<file path="config.mk">
export PLATFORM = sky130hd
export DESIGN_NAME = uart_receiver
export DESIGN_NICKNAME = d
export VERILOG_FILES = /design/src/rtl/uart_receiver.sv
export SDC_FILE = /design/constraint.sdc
export NUM_CORES = 1
export LEC_CHECK = 0
export CAP_MARGIN = 15
export CORE_MARGIN = 4
export CORE_UTILIZATION = 44
export CTS_BUF_LIST = sky130_fd_sc_hd__clkbuf_8
export DETAILED_ROUTE_END_ITERATION = 10
export GPL_TIMING_DRIVEN = 0
export PLACE_DENSITY = 0.67
export SLEW_MARGIN = 30
export SYNTH_ARGS = -nofsm -noshare
export SYNTH_HDL_FRONTEND = slang
export SYNTH_SLANG_ARGS = --single-unit
</file>
<file path="constraint.sdc">
create_clock -name clk -period 1.6 [get_ports clk]
set_input_delay 0.32 -clock clk [delete_from_list [all_inputs] [get_ports clk]]
set_output_delay 0.32 -clock clk [all_outputs]
set_load 0.05 [all_outputs]
</file>
<file path="src/rtl/uart_receiver.sv">
`default_nettype none
// ============================================================================
// Module      : uart_receiver
// Description : Serial-to-parallel UART receiver for 8N1 frames (1 start bit,
//               8 data bits, 1 stop bit). The line passes through a
//               reset-to-idle synchroniser. Each data bit is sampled at clock
//               (CLKS_PER_BIT-1)/2 of its bit period. The received byte is
//               held in an output register with a valid/ack handshake.
//               Framing errors and overruns are reported as one-clock pulses.
//
// Parameters  : CLKS_PER_BIT - clocks per serial bit (>= 1)
//               SYNC_STAGES  - synchroniser depth on uart_rx (>= 1)
//
// Ports       : clk        in   rising-edge clock
//               rst        in   synchronous active-high reset
//               uart_rx    in   serial line, idle high
//               data       out  [0:7] received byte, index 0 = first bit on line
//               data_valid out  data holds an unconsumed byte
//               data_ack   in   consumer takes data (honoured while data_valid)
//               frame_err  out  1-clock pulse: stop bit sampled as 0
//               overrun    out  1-clock pulse: good frame overwrote unread byte
//               busy       out  FSM is not idle
//
// Revision    : 1.0 - initial release
// ============================================================================
module uart_receiver #(
    parameter int CLKS_PER_BIT = 1,
    parameter int SYNC_STAGES  = 2
) (
    input  logic       clk,
    input  logic       rst,
    input  logic       uart_rx,
    output logic [0:7] data,
    output logic       data_valid,
    input  logic       data_ack,
    output logic       frame_err,
    output logic       overrun,
    output logic       busy
);

    // Mid-bit sample point, counted in clocks from the start of a bit.
    localparam int c_HALF  = (CLKS_PER_BIT - 1) / 2;
    localparam int c_CNT_W = (CLKS_PER_BIT > 1) ? $clog2(CLKS_PER_BIT) : 1;

    localparam logic [c_CNT_W-1:0] c_CNT_LAST    = c_CNT_W'(CLKS_PER_BIT - 1);
    localparam logic [c_CNT_W-1:0] c_CNT_HALF_M1 = c_CNT_W'((c_HALF > 0) ? (c_HALF - 1) : 0);
    localparam logic [c_CNT_W-1:0] c_CNT_ONE     = c_CNT_W'(1);

    // With oversampling the stop-sample point lies mid-bit, so a low stop bit
    // still has half a bit of low line left; a new start must then be a fresh
    // falling edge rather than that remainder.
    localparam bit c_EDGE_START = (CLKS_PER_BIT > 1);

    localparam logic [1:0] c_IDLE  = 2'd0;
    localparam logic [1:0] c_START = 2'd1;
    localparam logic [1:0] c_DATA  = 2'd2;
    localparam logic [1:0] c_STOP  = 2'd3;

    logic [SYNC_STAGES-1:0] r_sync;
    logic                   w_rx_s;

    logic [1:0]         r_state;
    logic [1:0]         w_state_next;
    logic [c_CNT_W-1:0] r_clk_cnt;
    logic [2:0]         r_bit_cnt;
    logic [0:7]         r_shift;
    logic               r_need_high;

    logic w_cnt_last;
    logic w_start_chk;
    logic w_start_det;
    logic w_sample;
    logic w_good;
    logic w_bad;

    // ------------------------------------------------------------------
    // Line synchroniser; resets to the idle (high) level so that reset
    // never fabricates a start bit.
    // ------------------------------------------------------------------
    generate
        if (SYNC_STAGES == 1) begin : g_sync_single
            always_ff @(posedge clk) begin
                if (rst) begin
                    r_sync <= '1;
                end else begin
                    r_sync <= uart_rx;
                end
            end
        end else begin : g_sync_chain
            always_ff @(posedge clk) begin
                if (rst) begin
                    r_sync <= '1;
                end else begin
                    r_sync <= {r_sync[SYNC_STAGES-2:0], uart_rx};
                end
            end
        end
    endgenerate

    assign w_rx_s      = r_sync[SYNC_STAGES-1];
    assign w_cnt_last  = (r_clk_cnt == c_CNT_LAST);
    assign w_start_chk = (r_clk_cnt == c_CNT_HALF_M1);
    assign w_start_det = ~w_rx_s & ~r_need_high;

    // ------------------------------------------------------------------
    // FSM: state register
    // ------------------------------------------------------------------
    always_ff @(posedge clk) begin
        if (rst) begin
            r_state <= c_IDLE;
        end else begin
            r_state <= w_state_next;
        end
    end

    // ------------------------------------------------------------------
    // FSM: next state. When the mid-bit point is clock 0 of the bit, the
    // detecting edge already is the start-bit sample, so START is skipped.
    // ------------------------------------------------------------------
    always_comb begin
        w_state_next = r_state;
        case (r_state)
            c_IDLE: begin
                if (w_start_det) begin
                    w_state_next = (c_HALF == 0) ? c_DATA : c_START;
                end
            end
            c_START: begin
                if (w_start_chk) begin
                    w_state_next = w_rx_s ? c_IDLE : c_DATA;
                end
            end
            c_DATA: begin
                if (w_cnt_last && (r_bit_cnt == 3'd7)) begin
                    w_state_next = c_STOP;
                end
            end
            c_STOP: begin
                if (w_cnt_last) begin
                    w_state_next = c_IDLE;
                end
            end
            default: w_state_next = c_IDLE;
        endcase
    end

    // ------------------------------------------------------------------
    // FSM: outputs and sample strobes
    // ------------------------------------------------------------------
    always_comb begin
        busy     = (r_state != c_IDLE);
        w_sample = 1'b0;
        w_good   = 1'b0;
        w_bad    = 1'b0;
        case (r_state)
            c_DATA: w_sample = w_cnt_last;
            c_STOP: begin
                w_good = w_cnt_last & w_rx_s;
                w_bad  = w_cnt_last & ~w_rx_s;
            end
            default: ;
        endcase
    end

    // ------------------------------------------------------------------
    // Bit timing and deserialisation. Leaving START clears the clock
    // counter at mid-bit, so every later sample also lands mid-bit one
    // full period later.
    // ------------------------------------------------------------------
    always_ff @(posedge clk) begin
        if (rst) begin
            r_clk_cnt   <= '0;
            r_bit_cnt   <= '0;
            r_shift     <= '0;
            r_need_high <= 1'b0;
        end else begin
            case (r_state)
                c_IDLE: begin
                    r_clk_cnt <= '0;
                    r_bit_cnt <= '0;
                end
                c_START: r_clk_cnt <= w_start_chk ? '0 : (r_clk_cnt + c_CNT_ONE);
                default: r_clk_cnt <= w_cnt_last ? '0 : (r_clk_cnt + c_CNT_ONE);
            endcase

            if (w_sample) begin
                r_shift[r_bit_cnt] <= w_rx_s;
                r_bit_cnt          <= r_bit_cnt + 3'd1;
            end

            if (w_rx_s) begin
                r_need_high <= 1'b0;
            end else if (w_bad && c_EDGE_START) begin
                r_need_high <= 1'b1;
            end
        end
    end

    // ------------------------------------------------------------------
    // Output register and handshake. A good frame always wins over an ack
    // on the same edge, so the new byte is never lost.
    // ------------------------------------------------------------------
    always_ff @(posedge clk) begin
        if (rst) begin
            data       <= '0;
            data_valid <= 1'b0;
            frame_err  <= 1'b0;
            overrun    <= 1'b0;
        end else begin
            frame_err <= w_bad;
            overrun   <= w_good & data_valid & ~data_ack;
            if (w_good) begin
                data       <= r_shift;
                data_valid <= 1'b1;
            end else if (data_ack) begin
                data_valid <= 1'b0;
            end
        end
    end

endmodule
`default_nettype wire

</file>
==> results.md <==
* Status: completed
* Ant diodes at 0
* Core Footprint at 2480 sq um
* Post-CTS setup buffer count at 0
* Num rows at 18
* Synth Register Bits at 27
* Number of global-route vias before repair at 793
* DR iter-0 viols at 14
* Cell Area, Synth at 1140 sq um
* Worst-path clk slew at 0.09 ns
* Delay-heaviest family, CP: flip-flops
* Post-cts sizing count at 14
* Leakage at 0.588 nW
* Post-Route Skew at 0.00154 ns
* Final GP Congestion at 0.728
* Fillers at 243
* R2r worst-path depth at 4
* First-pass GRT wire length at 3440 microns
* Worst vdd ir at 893 uV
* Worst hold endpoint: r_sync[1]$_SDFF_PP1_
* Fmax achieved at 671 MHz
* DR vias at 828
* Most common cell after layout, fill and taps aside: dfxtp_1
* Hold_sp: r_sync[0]$_SDFF_PP1_
* Vias per cell at 5.02
* Setup WS pre-CTS at -0.181 ns
* Final Cycle Share at 93.2%
* Final min period at 1.49 ns
* CP peak stage delay at 0.31 ns
* Root buffer cell: clkbuf_8
* PwrDens at 834 nW/um^2
* Die area at 3460 sq um
* Max-cap violations at 0
* Largest net degree at the start of global routing at 15
* GR Overflow Total at 0
* IO Pins at 16
* Sequential share of the synthesized area at 47.5%
* Most frequent cells in the layout: dfxtp_1 (26), nand2_1 (19), nand2b_1 (12)
* Area Growth Syn to Fin at 18.3%
* Multi-input gate area at 536 sq um
* Final net count at 142
* Buf+Inv Stages, Crit Path at 2
* DRC violations left at 0
* FF-to-FF Start: r_bit_cnt[0]$_SDFFE_PP0P_
* Antenna violations before repair at 0
* CTS H-Tree Depth at 1
* Clk buf depth at 2
* Die height at 58.8 microns
* Layout cells sized above 1 at 16.3%
* # hold bufs at CTS at 0
* GRT Total Usage at 13.1%
* Final HPWL DP at 1420 microns
* Port buffer count at 14
* Post-synth EDFFs at 0
* PnR worst setup slack at 0.109 ns
* Fin Setup TNS at 0 ns
* CTS Buf Count at 3
* Initial Util at 45.9%
* Hold depth at 1
* Final Max Slew Viols at 0
* Max FO, Critical Path at 10
* Top cell type's share of synthesized area at 47.5%
* Reg2Reg Setup Slack at 0.30 ns
* Synth unique cells at 31
* # clock sinks at 27
* Hold WS at 0.423 ns
* Worst hold path class: reg -> reg
* Final hold viol count at 0
* Antenna-violating nets left at 0
* Worst EP arrival at 1.17 ns
* CP endpoint kind: output pin
* Top_reg_cell synth: dfxtp_1
* Syn Nets at 124
* Avg WL per Cell at 11.7 microns
* Synthesized instance count at 118
* Avg Cell Area, Syn at 9.64 sq um
* Routed WL at 1930 microns
* TritonRoute pass-1 iters at 4
* Worst R2R End: r_bit_cnt[2]$_SDFFE_PP0P_
* Worst Path Required at 1.28 ns
* Fraction of registers with async set/reset at 0%
* YS warnings at 0
* Worst-Skew Late Latency at 0.27 ns
* Die W at 58.8 microns
* Crit start category: register
* Crit path max-delay cell type: dfxtp_1
* Dominant cell type by area after synthesis: dfxtp_1
* Final setup fails at 0
* Critical path class: reg -> out
* Seq. cell area at 542 sq um
* Cell-by-cell trace of the critical path: buf_6 -> or2_2 -> buf_8
* RSZ-0062 raised after global routing: false
* TritonCTS clock tree: built
* Top cells by area, synth: dfxtp_1 (48%), mux2i_1 (7.0%), nand2b_1 (6.6%), nand2_1 (6.3%), a21oi_1 (4.4%)
## kinds of logic (layout without fill, tap and decap cells)
| logic type | Yosys count | count (layout) | synth area share, % |
|---|---|---|---|
| muxes | 8 | 8 | 7.04 |
| and+or+nand+nor | 54 | 54 | 28.4 |
| buffers and inverters | 9 | 26 | 5.39 |
| DFF | 27 | 27 | 47.5 |
| adders and majority gates | 2 | 2 | 2.20 |
| AOI/OAI and AO/OA | 17 | 17 | 9.13 |
| other | 1 | 1 | 0.330 |
## metrics by stage
stage | cell area (sq um) | instances | utilization, % | total power, mW
floorplan | 1140 | 118 | - | 0.748
global placement | 1320 | 162 | 53.1 | 0.765
detailed placement | 1320 | 162 | 53.1 | 0.767
CTS | 1350 | 166 | 54.4 | 1.14
global route | 1350 | 165 | 54.3 | 1.17
finish | 1350 | 165 | 54.3 | 1.12
## synthesized netlist by cell type (3+ instances only)
cell type / instances
a21oi_1: 10
nand2b_1: 12
nand2_1: 19
or2_2: 3
nand3_1: 3
buf_2: 3
nor2_1: 3
dfxtp_1: 27
mux2i_1: 8
## worst register-to-register path: stages (launching register included)
cell     delay, ns
dfxtp_1       0.52
ha_1          0.22
ha_1          0.22
a32oi_1       0.19
nor2_1        0.05
## metal layers
layer / routed length [microns] / part of all wire, % / up-vias / GRT usage, %
met2: 873 / 45 / 16 / 21.1
li1: - / - / 434 / -
met4: 20 / 1.0 / 0 / 3.88
met1: 945 / 49 / 374 / 16.4
met5: 0 / 0 / - / 0
met3: 90 / 4.7 / 4 / 4.82
## report_power, final
group | switching, mW | internal, mW
Combinational | 0.0348 | 0.0294
Sequential | 0.00777 | 0.678
Clock | 0.200 | 0.172
Total | 0.243 | 0.880
## worst max path at each step
stage,startpoint,endpoint,depth (start not counted)
after floorplan,r_bit_cnt[0]$_SDFFE_PP0P_,r_bit_cnt[2]$_SDFFE_PP0P_,4
after global placement,r_state[1]$_SDFFE_PP0P_,busy,3
after detailed placement,r_state[1]$_SDFFE_PP0P_,busy,3
after CTS,r_state[1]$_SDFFE_PP0P_,busy,3
after global routing,r_state[0]$_SDFFE_PP0P_,busy,3
final,r_state[0]$_SDFFE_PP0P_,busy,3
## area by class of cell
class	instances	area share (%)
sequential	27	40.3
buffer	8	4.00
clock buffer	3	3.07
clock inverter	1	0.279
tap	30	2.79
timing repair buffer	14	9.77
multi-input combinational	82	39.8
## state kept, by name (all words and copies together) (netlist names)
name        flops
data_valid      1
r_bit_cnt       3
r_sync          2
overrun         1
r_state         2
r_shift         8
data            8
frame_err       1
r_clk_cnt       1
(Power assumes the default switching activity.)
